--- src/rtl/mem_port_arbiter_if.sv ---
// rtl/mem_port_arbiter_if.sv - fetch/data/memory bus bundle for mem_port_arbiter
//
// Purpose: groups the instruction-fetch port, the data port and the unified
// memory port of mem_port_arbiter into one interface.
// Modports:
//   master - arbiter view: takes requests and mem_rdata, drives grants,
//            read returns and the memory command
//   slave  - environment view (core + memory): the mirror image of master
// Signals:
//   if_req/if_addr -> if_gnt, if_rvalid, if_rdata          fetch port
//   d_req/d_we/d_addr/d_wdata -> d_gnt, d_rvalid, d_rdata  data port
//   mem_en/mem_we/mem_addr/mem_wdata <- mem_rdata          memory port

interface mem_port_arbiter_if #(
   parameter int ADDR_W = 32,
   parameter int DATA_W = 32
);
   logic              if_req;
   logic [ADDR_W-1:0] if_addr;
   logic              if_gnt;
   logic              if_rvalid;
   logic [DATA_W-1:0] if_rdata;

   logic              d_req;
   logic              d_we;
   logic [ADDR_W-1:0] d_addr;
   logic [DATA_W-1:0] d_wdata;
   logic              d_gnt;
   logic              d_rvalid;
   logic [DATA_W-1:0] d_rdata;

   logic              mem_en;
   logic              mem_we;
   logic [ADDR_W-1:0] mem_addr;
   logic [DATA_W-1:0] mem_wdata;
   logic [DATA_W-1:0] mem_rdata;

   modport master (
      input  if_req, if_addr, d_req, d_we, d_addr, d_wdata, mem_rdata,
      output if_gnt, if_rvalid, if_rdata, d_gnt, d_rvalid, d_rdata,
             mem_en, mem_we, mem_addr, mem_wdata
   );

   modport slave (
      output if_req, if_addr, d_req, d_we, d_addr, d_wdata, mem_rdata,
      input  if_gnt, if_rvalid, if_rdata, d_gnt, d_rvalid, d_rdata,
             mem_en, mem_we, mem_addr, mem_wdata
   );
endinterface

--- src/rtl/mem_port_arbiter.sv ---
// rtl/mem_port_arbiter.sv - fetch/data arbiter for one single-port unified memory
//
// Purpose: shares a single-port synchronous memory between the instruction
// fetch port and the data load/store port. Data has fixed priority over
// fetch unless fetch has been starved for STARVE_LIMIT cycles. One read is
// outstanding at a time; read data returns to the owner MEM_LATENCY cycles
// after its grant. A new grant may overlap the read-return cycle.
// Ports:
//   clk            clock
//   rst            synchronous, active-high reset
//   bus            mem_port_arbiter_if.master (fetch, data and memory ports)
//   perf_if_stall  cycles fetch waited for a grant (0 unless ARB_PERF_EN)
//   perf_d_stall   cycles data waited for a grant (0 unless ARB_PERF_EN)
// Build option: define ARB_PERF_EN to build the stall counters.

module mem_port_arbiter #(
   parameter int ADDR_W       = 32,
   parameter int DATA_W       = 32,
   parameter int MEM_LATENCY  = 1,
   parameter int STARVE_LIMIT = 4
) (
   input  logic                clk,
   input  logic                rst,
   mem_port_arbiter_if.master  bus,
   output logic [31:0]         perf_if_stall,
   output logic [31:0]         perf_d_stall
);

   typedef enum logic {S_IDLE = 1'b0, S_WAIT = 1'b1} state_t;

   localparam logic       OWN_IF    = 1'b0;
   localparam logic       OWN_D     = 1'b1;
   localparam logic [2:0] LAT_LOAD  = 3'(MEM_LATENCY);
   localparam logic [3:0] STARVE_TH = 4'(STARVE_LIMIT);

   state_t      state, state_next;
   logic [2:0]  wait_cnt, wait_cnt_next;
   logic        owner, owner_next;
   logic [3:0]  starve_cnt, starve_next;

   logic              grant_ok;
   logic              return_now;
   logic              if_prio;
   logic              if_gnt_c;
   logic              d_gnt_c;
   logic [ADDR_W-1:0] addr_mux;
   logic [DATA_W-1:0] wdata_mux;

   // state register
   always_ff @(posedge clk) begin
      if (rst) begin
         state      <= S_IDLE;
         wait_cnt   <= 3'd0;
         owner      <= OWN_IF;
         starve_cnt <= 4'd0;
      end else begin
         state      <= state_next;
         wait_cnt   <= wait_cnt_next;
         owner      <= owner_next;
         starve_cnt <= starve_next;
      end
   end

   // next-state logic
   always_comb begin
      state_next    = state;
      wait_cnt_next = wait_cnt;
      owner_next    = owner;
      starve_next   = 4'd0;

      if (bus.if_req && !if_gnt_c) begin
         starve_next = (starve_cnt == 4'hF) ? starve_cnt : starve_cnt + 4'd1;
      end

      // A read grant in the return cycle reloads the counter so the memory
      // keeps one read in flight per MEM_LATENCY cycles.
      if (if_gnt_c || (d_gnt_c && !bus.d_we)) begin
         state_next    = S_WAIT;
         wait_cnt_next = LAT_LOAD;
         owner_next    = d_gnt_c ? OWN_D : OWN_IF;
      end else if (state == S_WAIT) begin
         if (wait_cnt == 3'd1) begin
            state_next    = S_IDLE;
            wait_cnt_next = 3'd0;
         end else begin
            wait_cnt_next = wait_cnt - 3'd1;
         end
      end
   end

   // output logic; every strobe is forced low while rst is high
   always_comb begin
      grant_ok   = !rst && ((state == S_IDLE) || (wait_cnt == 3'd1));
      return_now = !rst && (state == S_WAIT) && (wait_cnt == 3'd1);
      if_prio    = (starve_cnt >= STARVE_TH);

      d_gnt_c  = grant_ok && bus.d_req && !(bus.if_req && if_prio);
      if_gnt_c = grant_ok && bus.if_req && !d_gnt_c;

      addr_mux  = '0;
      wdata_mux = '0;
      if (d_gnt_c) begin
         addr_mux  = bus.d_addr;
         wdata_mux = bus.d_wdata;
      end else if (if_gnt_c) begin
         addr_mux  = bus.if_addr;
      end

      bus.if_gnt    = if_gnt_c;
      bus.d_gnt     = d_gnt_c;
      bus.if_rvalid = return_now && (owner == OWN_IF);
      bus.d_rvalid  = return_now && (owner == OWN_D);
      bus.if_rdata  = bus.mem_rdata;
      bus.d_rdata   = bus.mem_rdata;
      bus.mem_en    = if_gnt_c || d_gnt_c;
      bus.mem_we    = d_gnt_c && bus.d_we;
      bus.mem_addr  = addr_mux;
      bus.mem_wdata = wdata_mux;
   end

`ifdef ARB_PERF_EN
   logic [31:0] if_stall_q;
   logic [31:0] d_stall_q;

   always_ff @(posedge clk) begin
      if (rst) begin
         if_stall_q <= 32'd0;
         d_stall_q  <= 32'd0;
      end else begin
         if (bus.if_req && !if_gnt_c) begin
            if_stall_q <= if_stall_q + 32'd1;
         end
         if (bus.d_req && !d_gnt_c) begin
            d_stall_q <= d_stall_q + 32'd1;
         end
      end
   end

   assign perf_if_stall = if_stall_q;
   assign perf_d_stall  = d_stall_q;
`else
   assign perf_if_stall = 32'd0;
   assign perf_d_stall  = 32'd0;
`endif

endmodule

--- src/flat_wrapper.sv ---
// flat-port wrapper written by rule: the top's interface ports become plain ports
module mem_port_arbiter_flat 
#(
   parameter int ADDR_W       = 32,
   parameter int DATA_W       = 32,
   parameter int MEM_LATENCY  = 1,
   parameter int STARVE_LIMIT = 4
)
  (clk, rst, perf_if_stall, perf_d_stall, bus_if_req, bus_if_addr, bus_d_req, bus_d_we, bus_d_addr, bus_d_wdata, bus_mem_rdata, bus_if_gnt, bus_if_rvalid, bus_if_rdata, bus_d_gnt, bus_d_rvalid, bus_d_rdata, bus_mem_en, bus_mem_we, bus_mem_addr, bus_mem_wdata);
  mem_port_arbiter_if #(.ADDR_W(ADDR_W), .DATA_W(DATA_W)) bus_i ();
  input  logic clk;
  input  logic rst;
  output logic [31:0] perf_if_stall;
  output logic [31:0] perf_d_stall;
  input wire logic [$bits(bus_i.if_req)-1:0] bus_if_req;
  input wire logic [$bits(bus_i.if_addr)-1:0] bus_if_addr;
  input wire logic [$bits(bus_i.d_req)-1:0] bus_d_req;
  input wire logic [$bits(bus_i.d_we)-1:0] bus_d_we;
  input wire logic [$bits(bus_i.d_addr)-1:0] bus_d_addr;
  input wire logic [$bits(bus_i.d_wdata)-1:0] bus_d_wdata;
  input wire logic [$bits(bus_i.mem_rdata)-1:0] bus_mem_rdata;
  output wire logic [$bits(bus_i.if_gnt)-1:0] bus_if_gnt;
  output wire logic [$bits(bus_i.if_rvalid)-1:0] bus_if_rvalid;
  output wire logic [$bits(bus_i.if_rdata)-1:0] bus_if_rdata;
  output wire logic [$bits(bus_i.d_gnt)-1:0] bus_d_gnt;
  output wire logic [$bits(bus_i.d_rvalid)-1:0] bus_d_rvalid;
  output wire logic [$bits(bus_i.d_rdata)-1:0] bus_d_rdata;
  output wire logic [$bits(bus_i.mem_en)-1:0] bus_mem_en;
  output wire logic [$bits(bus_i.mem_we)-1:0] bus_mem_we;
  output wire logic [$bits(bus_i.mem_addr)-1:0] bus_mem_addr;
  output wire logic [$bits(bus_i.mem_wdata)-1:0] bus_mem_wdata;
  assign bus_i.if_req = bus_if_req;
  assign bus_i.if_addr = bus_if_addr;
  assign bus_i.d_req = bus_d_req;
  assign bus_i.d_we = bus_d_we;
  assign bus_i.d_addr = bus_d_addr;
  assign bus_i.d_wdata = bus_d_wdata;
  assign bus_i.mem_rdata = bus_mem_rdata;
  assign bus_if_gnt = bus_i.if_gnt;
  assign bus_if_rvalid = bus_i.if_rvalid;
  assign bus_if_rdata = bus_i.if_rdata;
  assign bus_d_gnt = bus_i.d_gnt;
  assign bus_d_rvalid = bus_i.d_rvalid;
  assign bus_d_rdata = bus_i.d_rdata;
  assign bus_mem_en = bus_i.mem_en;
  assign bus_mem_we = bus_i.mem_we;
  assign bus_mem_addr = bus_i.mem_addr;
  assign bus_mem_wdata = bus_i.mem_wdata;
  mem_port_arbiter #(.ADDR_W(ADDR_W), .DATA_W(DATA_W), .MEM_LATENCY(MEM_LATENCY), .STARVE_LIMIT(STARVE_LIMIT)) u_core (.clk(clk), .rst(rst), .bus(bus_i), .perf_if_stall(perf_if_stall), .perf_d_stall(perf_d_stall));
endmodule
--- config.mk ---
export PLATFORM = sky130hd
export DESIGN_NAME = mem_port_arbiter_flat
export DESIGN_NICKNAME = d
export VERILOG_FILES = /design/src/rtl/mem_port_arbiter_if.sv /design/src/rtl/mem_port_arbiter.sv /design/src/flat_wrapper.sv
export SDC_FILE = /design/constraint.sdc
export NUM_CORES = 1
export LEC_CHECK = 0
export CORE_AREA = 3 3 127 129
export CTS_CLUSTER_DIAMETER = 80
export DETAILED_ROUTE_END_ITERATION = 16
export DIE_AREA = 0 0 130 132
export SYNTH_ARGS = -nofsm -noshare
export SYNTH_HDL_FRONTEND = slang
export SYNTH_SLANG_ARGS = --single-unit
--- constraint.sdc ---
create_clock -name clk -period 2.15 [get_ports clk]
set_clock_uncertainty 0.05 [all_clocks]
set_input_delay 0.43 -clock clk [delete_from_list [all_inputs] [get_ports clk]]
set_output_delay 0.43 -clock clk [all_outputs]
set_load 0.02 [all_outputs]
==> results of run 1 <==
## placed cells by master, fill, tap and decap left out, types with 4 or more instances in the layout
master / instances
and3_4: 4
inv_1: 4
a221oi_2: 17
a31o_2: 30
and3_1: 29
dfxtp_1: 6
conb_1: 64
buf_2: 4
a221oi_1: 15
clkdlybuf4s50_1: 97
buf_4: 47
nand3b_1: 34
buf_6: 52
buf_12: 9
## kinds of logic (layout without fill, tap and decap cells)
group	count (synthesis)	after routing	share of synthesized area, %
flops	9	9	6.74
simple gates	88	88	21.9
compound gates	82	82	25.9
buf+inv	171	226	43.3
mux	1	1	0.375
fa+ha+maj	3	3	1.41
xor+xnor	1	1	0.328
other cells	1	64	0.140
## power by group through the flow
| stage | Sequential [W] | Combinational (W) | Clock [W] |
|---|---|---|---|
| floorplan | 0.000185 | 0.000716 | 0 |
| CTS | 0.000191 | 0.000970 | 0.000345 |
| detailed placement | 0.000191 | 0.000914 | 0 |
| global route | 0.000193 | 0.00113 | 0.000354 |
| global placement | 0.000190 | 0.000905 | 0 |
| finish | 0.000192 | 0.00106 | 0.000342 |
## per-stage QoR
| stage | hold slack (ns) | power, W | setup slack (ns) | utilization, % | cell area (µm²) |
|---|---|---|---|---|---|
| floorplan | 0.425 | 0.000902 | 0.235 | - | 2910 |
| global placement | 0.438 | 0.00110 | -0.686 | 26.9 | 4080 |
| detailed placement | 0.452 | 0.00111 | -0.675 | 26.9 | 4080 |
| CTS | 0.506 | 0.00151 | -0.0682 | 27.7 | 4200 |
| global route | 0.529 | 0.00167 | -0.0581 | 30.4 | 4600 |
| finish | 0.499 | 0.00159 | -0.0141 | 30.4 | 4600 |
## sequential cells by signal (all words and copies together), names as in the netlist
register	count
u_core.starve_cnt	4
u_core.wait_cnt	3
u_core.owner	1
u_core.state	1
## tightest hold or removal path: cells and delay by family (launching register included)
kind | cells | cell delay, ns
multiplexers | 1 | 0.13
AND/OR/NAND/NOR | 1 | 0.05
flip-flops | 1 | 0.32
## timing repair
item / CTS / global route
cloned: 5 / 0
buffers inserted: 5 / 2
pin swaps: 3 / 3
resized for setup: 323 / 116
endpoints found under the setup margin: 70 / 68
## path summary, 6_finish.rpt
| kind | from | cells past startpoint | to | slack (ns) |
|---|---|---|---|---|
| worst max-delay path | u_core.wait_cnt[1] | 8 | bus_mem_wdata[19] | -0.01 |
| worst min register to register | u_core.starve_cnt[1] | 2 | u_core.starve_cnt[1] | 0.50 |
| worst max register to register | u_core.wait_cnt[1] | 7 | u_core.owner | 0.55 |
| worst min-delay path | u_core.starve_cnt[1] | 2 | u_core.starve_cnt[1] | 0.50 |
## final cells by class
type / count / share of cell area, %
Multi-Input combinational cell: 239 / 39.2
Clock inverter: 1 / 0.109
Timing Repair Buffer: 217 / 49.6
Tap cell: 188 / 5.11
Sequential cell: 9 / 4.00
Inverter: 5 / 0.408
Clock buffer: 3 / 1.63
## synthesized netlist by cell type (3+ instances only)
library cell,instances,area share [%]
nand3b_1,34,9.6
nor3_1,6,1.1
a221oi_1,33,11
buf_4,133,37
a21oi_1,4,0.75
ha_1,3,1.4
dfxtp_1,9,6.7
buf_2,11,2.1
and2_1,3,0.70
and3_1,33,7.7
nand2b_1,3,0.70
a31o_2,32,10
clkbuf_1,21,3.0
inv_1,5,0.70
## routing by layer
metal,wire length [µm],track usage (%)
met5,0,0
met1,4220,13.6
met4,357,5.20
met2,5920,22.6
met3,887,1.54
==> flow_metrics.env, run 1 <==
export IMPL_synth_ff_type="dfxtp_1"
export IMPL_violations="setup timing"
export IMPL_switching_share_pct=40.1
export IMPL_synthArstFlopShare_pct=0
export IMPL_fillers=1570
export IMPL_avgSynthCellArea_um2=7.50
export IMPL_path_cells="inv_2, ha_4, nand2b_4, a21oi_4, buf_6, buf_16, and3_4, buf_6"
export IMPL_synthCells=356
export IMPL_drtPass1Iterations=5
export IMPL_nNetsFinal=611
export IMPL_maxCapViolations=0
export IMPL_core_um2=15100
export IMPL_p_int_w=0.000953
export IMPL_vias_per_cell=4.43
export IMPL_p_clk_share_pct=21.5
export IMPL_fp_row_count=45
export IMPL_cts_made_buffers=3
export IMPL_period_needed_ns=2.16
export IMPL_outcome="finished with violations"
export IMPL_die_area_um2=17200
export IMPL_multi_input_area_um2=1800
export IMPL_ys_ff_latch=9
export IMPL_min_period_over_period_pct=101
export IMPL_cpMostUsedCell="buf_6"
export IMPL_setup_ws_ns=-0.0141
export IMPL_grt_pass1_vias=2940
export IMPL_wl_per_cell_um=17.2
export IMPL_critPathTopFamily="buffers and inverters"
export IMPL_p_per_area_nw_per_um2=346
export IMPL_crit_buf_inv=4
export IMPL_crit_path_top_delay_cell="dfxtp_2"
export IMPL_root_buffer="clkbuf_16"
export IMPL_die_h_um=132
export IMPL_dp_hpwl_mm=8.15
export IMPL_cp_max_fo=19
export IMPL_setup_tns_final_ns=-0.0472
export IMPL_drc=0
export IMPL_fin_cells=662
export IMPL_die_w_um=130
export IMPL_worstSetupStartpointType="flip-flop"
export IMPL_n_antenna_cell=0
export IMPL_syn_to_final_growth_pct=72.2
export IMPL_clk_pin_slew_ns=0.04
export IMPL_grt_pass1_wl_mm=16.3
export IMPL_layout_drive_gt1_share_pct=40.5
export IMPL_start_util_pct=17.6
export IMPL_vdd_ir_drop_max_v=0.000155
export IMPL_p_leak_nw=2.01
export IMPL_worstSetupPathType="flip-flop to primary output"
export IMPL_gp_congestion=0.712
export IMPL_drtAntennaViolNets=0
export IMPL_grtUsageTotal_pct=12.1
export IMPL_power_switching_w=0.000638
export IMPL_max_stage_delay_ns=0.32
export IMPL_hold_viol_final=0
export IMPL_fmax_mhz=462
export IMPL_wirelength_mm=11.4
export IMPL_drtIter0Drc=176
export IMPL_slew_violations=0
export IMPL_holdBufCountCts=0
export IMPL_grt_max_degree=33
export IMPL_vias=2932
export IMPL_cts_sinks=9
export IMPL_seqPwrFrac_pct=12.1
export IMPL_htree_levels=1
export IMPL_dp_cells=647
export IMPL_p_comb_share_pct=66.4
export IMPL_setup_worst_path_end_class="primary output"
export IMPL_grt_setup_unrepaired="yes"
export IMPL_seqCellArea_um2=184
export IMPL_grt_remaining_overflow=0
export IMPL_ys_warn_count=0
export IMPL_cp_arrival_ns=1.68
export IMPL_crit_required_ns=1.67
export IMPL_clk_latency_ns=0.24
export IMPL_synth_edf_count=0
export IMPL_synth_cell_types=37
export IMPL_cts_buffer_depth=2
export IMPL_port_buffers=170
export IMPL_ioPinCount=331
export IMPL_netlist_area_um2=2670
export IMPL_setup_violations=10
export IMPL_cts_tree="built"
export IMPL_min_path_type="flip-flop to flip-flop"
export IMPL_grt_antenna_before_repair=0
export IMPL_yosysSeqAreaShare_pct=6.74
(Power assumes the default switching activity.)
==> inputs of run 2 (changes only) <==
--- a/config.mk
+++ b/config.mk
@@ -5,7 +5,9 @@
 export SDC_FILE = /design/constraint.sdc
 export NUM_CORES = 1
 export LEC_CHECK = 0
+export CAP_MARGIN = 20
 export CORE_AREA = 3 3 127 129
+export CTS_BUF_LIST = sky130_fd_sc_hd__clkbuf_2 sky130_fd_sc_hd__clkbuf_4 sky130_fd_sc_hd__clkbuf_8
 export CTS_CLUSTER_DIAMETER = 80
 export DETAILED_ROUTE_END_ITERATION = 16
 export DIE_AREA = 0 0 130 132
==> flow_metrics.env, run 2 (same netlist as run 1, synthesis figures left out) <==
export IMPL_min_path_type="flip-flop to flip-flop"
export IMPL_critPathTopFamily="buffers and inverters"
export IMPL_violations="setup timing"
export IMPL_die_area_um2=17200
export IMPL_root_buffer="clkbuf_8"
export IMPL_crit_required_ns=1.67
export IMPL_cts_tree="built"
export IMPL_start_util_pct=17.6
export IMPL_crit_path_top_delay_cell="dfxtp_2"
export IMPL_ioPinCount=331
export IMPL_r2r_cells=7
export IMPL_largest_register_ffs=4
export IMPL_slew_violations=0
export IMPL_die_w_um=130
export IMPL_hold_start="u_core.starve_cnt[1]"
export IMPL_timing_rr_end="u_core.owner"
export IMPL_hold_viol_final=0
export IMPL_clk_latency_ns=0.25
export IMPL_drtAntennaViolNets=0
export IMPL_die_h_um=132
export IMPL_r2r_slack_ns=0.56
export IMPL_dp_hpwl_mm=8.15
export IMPL_fp_row_count=45
export IMPL_grt_pass1_vias=2974
export IMPL_setup_worst_path_end_class="primary output"
export IMPL_drtIter0Drc=142
export IMPL_gp_congestion=0.712
export IMPL_grt_max_degree=33
export IMPL_vdd_ir_drop_max_v=0.000139
export IMPL_cts_made_buffers=3
export IMPL_p_leak_nw=2.00
export IMPL_top_regs="u_core.starve_cnt x4, u_core.wait_cnt x3"
export IMPL_nNetsFinal=610
export IMPL_cpMostUsedCell="buf_4"
export IMPL_worstSetupStartpointType="flip-flop"
export IMPL_max_stage_delay_ns=0.33
export IMPL_min_period_over_period_pct=100
export IMPL_path_cells="inv_2, ha_4, nand2b_4, a21oi_4, buf_4, buf_12, a31o_2, buf_4"
export IMPL_drc=0
export IMPL_final_common_cell="clkdlybuf4s50_1"
export IMPL_drtPass1Iterations=4
export IMPL_n_antenna_cell=0
export IMPL_cp_max_fo=11
export IMPL_post_place_ws_ns=-0.675
export IMPL_seqCellArea_um2=184
export IMPL_layout_drive_gt1_share_pct=40.8
export IMPL_syn_to_final_growth_pct=69.9
export IMPL_min_path_cells=2
export IMPL_setup_ws_ns=-0.00355
export IMPL_maxCapViolations=0
export IMPL_grt_setup_unrepaired="yes"
export IMPL_fillers=1578
export IMPL_wirelength_mm=11.3
export IMPL_setup_violations=2
export IMPL_largest_register="u_core.starve_cnt"
export IMPL_vias=2938
export IMPL_period_needed_ns=2.15
export IMPL_final_cell_mix="clkdlybuf4s50_1 (97), conb_1 (64), buf_4 (54)"
export IMPL_core_um2=15100
export IMPL_worstSetupPathType="flip-flop to primary output"
export IMPL_outcome="finished with violations"
export IMPL_grt_antenna_before_repair=0
export IMPL_fmax_mhz=464
export IMPL_fin_util_pct=30.0
export IMPL_wl_per_cell_um=17.1
export IMPL_min_to="u_core.starve_cnt[1]"
export IMPL_cp_arrival_ns=1.67
export IMPL_grt_remaining_overflow=0
export IMPL_grt_pass1_wl_mm=16.4
export IMPL_grtUsageTotal_pct=12.2
export IMPL_p_per_area_nw_per_um2=319
export IMPL_reg2reg_from="u_core.wait_cnt[1]"
export IMPL_clk_pin_slew_ns=0.05
export IMPL_vias_per_cell=4.44
export IMPL_multi_input_area_um2=1830
export IMPL_htree_levels=1
export IMPL_cts_sinks=9
export IMPL_port_buffers=170
export IMPL_cts_buffer_depth=2
export IMPL_crit_buf_inv=4
-- run 2: stage by stage --
stage | TNS (ns) | instances | hold slack (ns) | power [W] | area [µm²]
floorplan | 0 | 419 | 0.425 | 0.000902 | 2910
global placement | -41.06 | 647 | 0.438 | 0.00110 | 4080
detailed placement | -41.90 | 647 | 0.452 | 0.00111 | 4080
CTS | 0 | 661 | 0.508 | 0.00137 | 4160
global route | -2.10 | 661 | 0.533 | 0.00152 | 4540
finish | -0.00370 | 661 | 0.498 | 0.00145 | 4540
-- run 2: repair_timing --
action | CTS | global route
hold buffers | 0 | 0
resized for setup | 325 | 105
cloned | 5 | 0
pin swaps | 3 | 1
buffers inserted | 5 | 1
setup endpoints to repair | 70 | 68
-- run 2: how the worst max path moves through the flow --
stage	start	to	slack, ns	depth (start not counted)
detailed placement	rst	bus_mem_addr[28]	-0.67	7
CTS	u_core.wait_cnt[1]	bus_mem_addr[17]	0.001	8
floorplan	u_core.wait_cnt[1]	bus_mem_wdata[0]	0.24	7
global placement	rst	bus_mem_addr[28]	-0.69	7
global route	u_core.wait_cnt[1]	bus_mem_addr[25]	-0.06	8
finish	u_core.wait_cnt[1]	bus_mem_addr[17]	-0.004	8
-- run 2: area by class of cell --
| cell class | instances | share of cell area (%) |
|---|---|---|
| timing repair buffer | 216 | 49.0 |
| multi-input combinational | 239 | 40.3 |
| tap | 188 | 5.18 |
| sequential | 9 | 4.05 |
| clock buffer | 3 | 0.910 |
| inverter | 5 | 0.413 |
| clock inverter | 1 | 0.110 |
-- run 2: metal layers --
metal	GRT usage (%)	routed length, µm	up-vias
met3	1.54	908	41
met5	0	0	-
li1	-	-	1341
met4	4.85	394	0
met1	13.8	4210	1372
met2	22.6	5800	184
-- run 2: where the power goes --
part           switching [W]  internal (W)  total (W)
logic               0.000531      0.000515    0.00105
clock network      0.0000834      0.000128   0.000211
registers          0.0000135      0.000178   0.000192
-- run 2: worst reg2reg max path: cells and delay by family (launching register included) --
family	cells	cell delay, ns
AND/OR/NAND/NOR	1	0.09
buffers and inverters	3	0.38
AO/OA/AOI/OAI	2	0.48
adder cells (fa/ha/maj)	1	0.14
flip-flops	1	0.32
==> inputs of run 3 (changes only) <==
--- a/config.mk
+++ b/config.mk
@@ -14,3 +14,4 @@
 export SYNTH_ARGS = -nofsm -noshare
 export SYNTH_HDL_FRONTEND = slang
 export SYNTH_SLANG_ARGS = --single-unit
+export TNS_END_PERCENT = 5
==> constraint.sdc (replaced) <==
create_clock -name clk -period 2.1 [get_ports clk]
set_clock_uncertainty 0.05 [all_clocks]
set_input_delay 0.42 -clock clk [delete_from_list [all_inputs] [get_ports clk]]
set_output_delay 0.42 -clock clk [all_outputs]
set_load 0.02 [all_outputs]
==> flow_metrics.env, run 3 (same netlist as run 1, synthesis figures left out) <==
export IMPL_vdd_ir_drop_max_v=0.000131
export IMPL_cp_max_fo=26
export IMPL_die_area_um2=17200
export IMPL_drc=0
export IMPL_slew_violations=0
export IMPL_p_int_w=0.000831
export IMPL_drtPass1Iterations=4
export IMPL_drtIter0Drc=144
export IMPL_setup_worst_path_end_class="primary output"
export IMPL_crit_required_ns=1.63
export IMPL_hold_viol_final=0
export IMPL_htree_levels=1
export IMPL_clk_pin_slew_ns=0.05
export IMPL_vias=2943
export IMPL_setup_violations=38
export IMPL_holdBufCountCts=0
export IMPL_fin_cells=660
export IMPL_p_per_area_nw_per_um2=325
export IMPL_cp_arrival_ns=1.67
export IMPL_fmax_mhz=466
export IMPL_largest_register_ffs=4
export IMPL_core_um2=15100
export IMPL_clk_latency_ns=0.24
export IMPL_cts_tree="built"
export IMPL_final_common_cell="clkdlybuf4s50_1"
export IMPL_grt_setup_unrepaired="yes"
export IMPL_p_total_w=0.00146
export IMPL_violations="setup timing"
export IMPL_min_period_over_period_pct=102
export IMPL_p_clk_share_pct=14.4
export IMPL_syn_to_final_growth_pct=68.0
export IMPL_layout_drive_gt1_share_pct=40.7
export IMPL_switching_share_pct=43.0
export IMPL_grt_max_degree=33
export IMPL_cts_made_buffers=3
export IMPL_power_switching_w=0.000627
export IMPL_grt_antenna_before_repair=0
export IMPL_grt_pass1_vias=2975
export IMPL_wirelength_mm=11.2
export IMPL_dp_cells=647
export IMPL_port_buffers=170
export IMPL_dp_hpwl_mm=8.17
export IMPL_grt_remaining_overflow=0
export IMPL_wl_per_cell_um=16.9
export IMPL_wl_met3_mm=1.04
export IMPL_multi_input_area_um2=1810
export IMPL_r2r_slack_ns=0.53
export IMPL_start_util_pct=17.6
export IMPL_maxCapViolations=0
export IMPL_fp_row_count=45
export IMPL_final_cell_mix="clkdlybuf4s50_1 (97), conb_1 (64), buf_6 (41), buf_4 (41), nand3b_1 (34)"
export IMPL_root_buffer="clkbuf_8"
export IMPL_die_h_um=132
export IMPL_wirelength_met1_mm=4.02
export IMPL_cts_buffer_depth=2
export IMPL_drtAntennaViolNets=0
export IMPL_largest_register="u_core.starve_cnt"
export IMPL_nNetsFinal=609
export IMPL_grt_pass1_wl_mm=16.0
export IMPL_p_comb_share_pct=72.2
export IMPL_ioPinCount=331
export IMPL_setup_ws_ns=-0.0444
export IMPL_n_antenna_cell=0
export IMPL_grtUsageTotal_pct=11.8
export IMPL_seqCellArea_um2=186
export IMPL_fin_util_pct=29.6
export IMPL_gp_congestion=0.712
export IMPL_min_to="u_core.starve_cnt[1]"
export IMPL_timing_rr_end="u_core.owner"
export IMPL_top_regs="u_core.starve_cnt x4, u_core.wait_cnt x3"
export IMPL_worstSetupPathType="flip-flop to primary output"
export IMPL_p_leak_nw=1.98
export IMPL_reg2reg_from="u_core.wait_cnt[1]"
export IMPL_top_layer="met4"
export IMPL_seqPwrFrac_pct=13.4
export IMPL_hold_start="u_core.starve_cnt[1]"
export IMPL_die_w_um=130
export IMPL_period_needed_ns=2.14
export IMPL_min_path_cells=2
export IMPL_min_path_type="flip-flop to flip-flop"
export IMPL_outcome="finished with violations"
export IMPL_worstSetupStartpointType="flip-flop"
export IMPL_fillers=1575
export IMPL_post_place_ws_ns=-0.709
export IMPL_met2WireLength_mm=5.75
export IMPL_r2r_cells=7
export IMPL_cts_sinks=9
export IMPL_vias_per_cell=4.46
==> run 3: power by group through the flow <==
| stage | Sequential (W) | Combinational (W) | Clock [W] |
|---|---|---|---|
| after floorplan | 0.000190 | 0.000733 | 0 |
| after global placement | 0.000195 | 0.000927 | 0 |
| after detailed placement | 0.000196 | 0.000935 | 0 |
| after CTS | 0.000196 | 0.00101 | 0.000214 |
| after global routing | 0.000197 | 0.00112 | 0.000221 |
| final | 0.000196 | 0.00105 | 0.000210 |
==> run 3: cell type report <==
cell class | instances | share of cell area (%)
timing repair buffer | 215 | 48.9
sequential | 9 | 4.16
clock buffer | 3 | 0.920
inverter | 5 | 0.418
multi-input combinational | 239 | 40.3
clock inverter | 1 | 0.112
tap | 188 | 5.24
==> run 3: repair_timing <==
action / CTS / global route
gates resized for setup: 358 / 53
setup endpoints to repair: 70 / 64
cloned: 4 / 0
setup buffers: 5 / 0
pin swaps: 3 / 6
endpoints found under the hold margin: 0 / 0
==> run 3: worst max path at each step <==
stage,startpoint,end,cells after the start
2_1_floorplan,u_core.wait_cnt[1],bus_mem_wdata[0],7
3_3_place_gp,rst,bus_mem_addr[28],7
3_5_place_dp,rst,bus_mem_addr[28],7
4_1_cts,u_core.wait_cnt[1],bus_mem_addr[22],7
5_1_grt,u_core.wait_cnt[1],bus_mem_addr[20],7
6_report,u_core.wait_cnt[1],bus_mem_addr[20],7
==> run 3: worst max-delay path: stages (launching register included) <==
cell	delay, ns
dfxtp_2	0.33
inv_2	0.05
ha_4	0.16
nand2b_4	0.10
buf_6	0.26
a221oi_1	0.13
a31o_2	0.23
buf_2	0.15
==> run 3: per-stage QoR <==
stage	instance area (µm²)	TNS [ns]	hold WS, ns
after floorplan	2910	0	0.425
after CTS	4280	-0.793	0.510
after detailed placement	4080	-44.41	0.465
after global placement	4080	-43.36	0.438
after global routing	4490	-4.84	0.531
final	4490	-0.706	0.508
==> run 3: per-layer routing <==
layer	up-vias	track usage, %
met3	42	1.82
met2	197	21.9
met1	1360	13.1
met5	-	0
li1	1344	-
met4	0	5.14
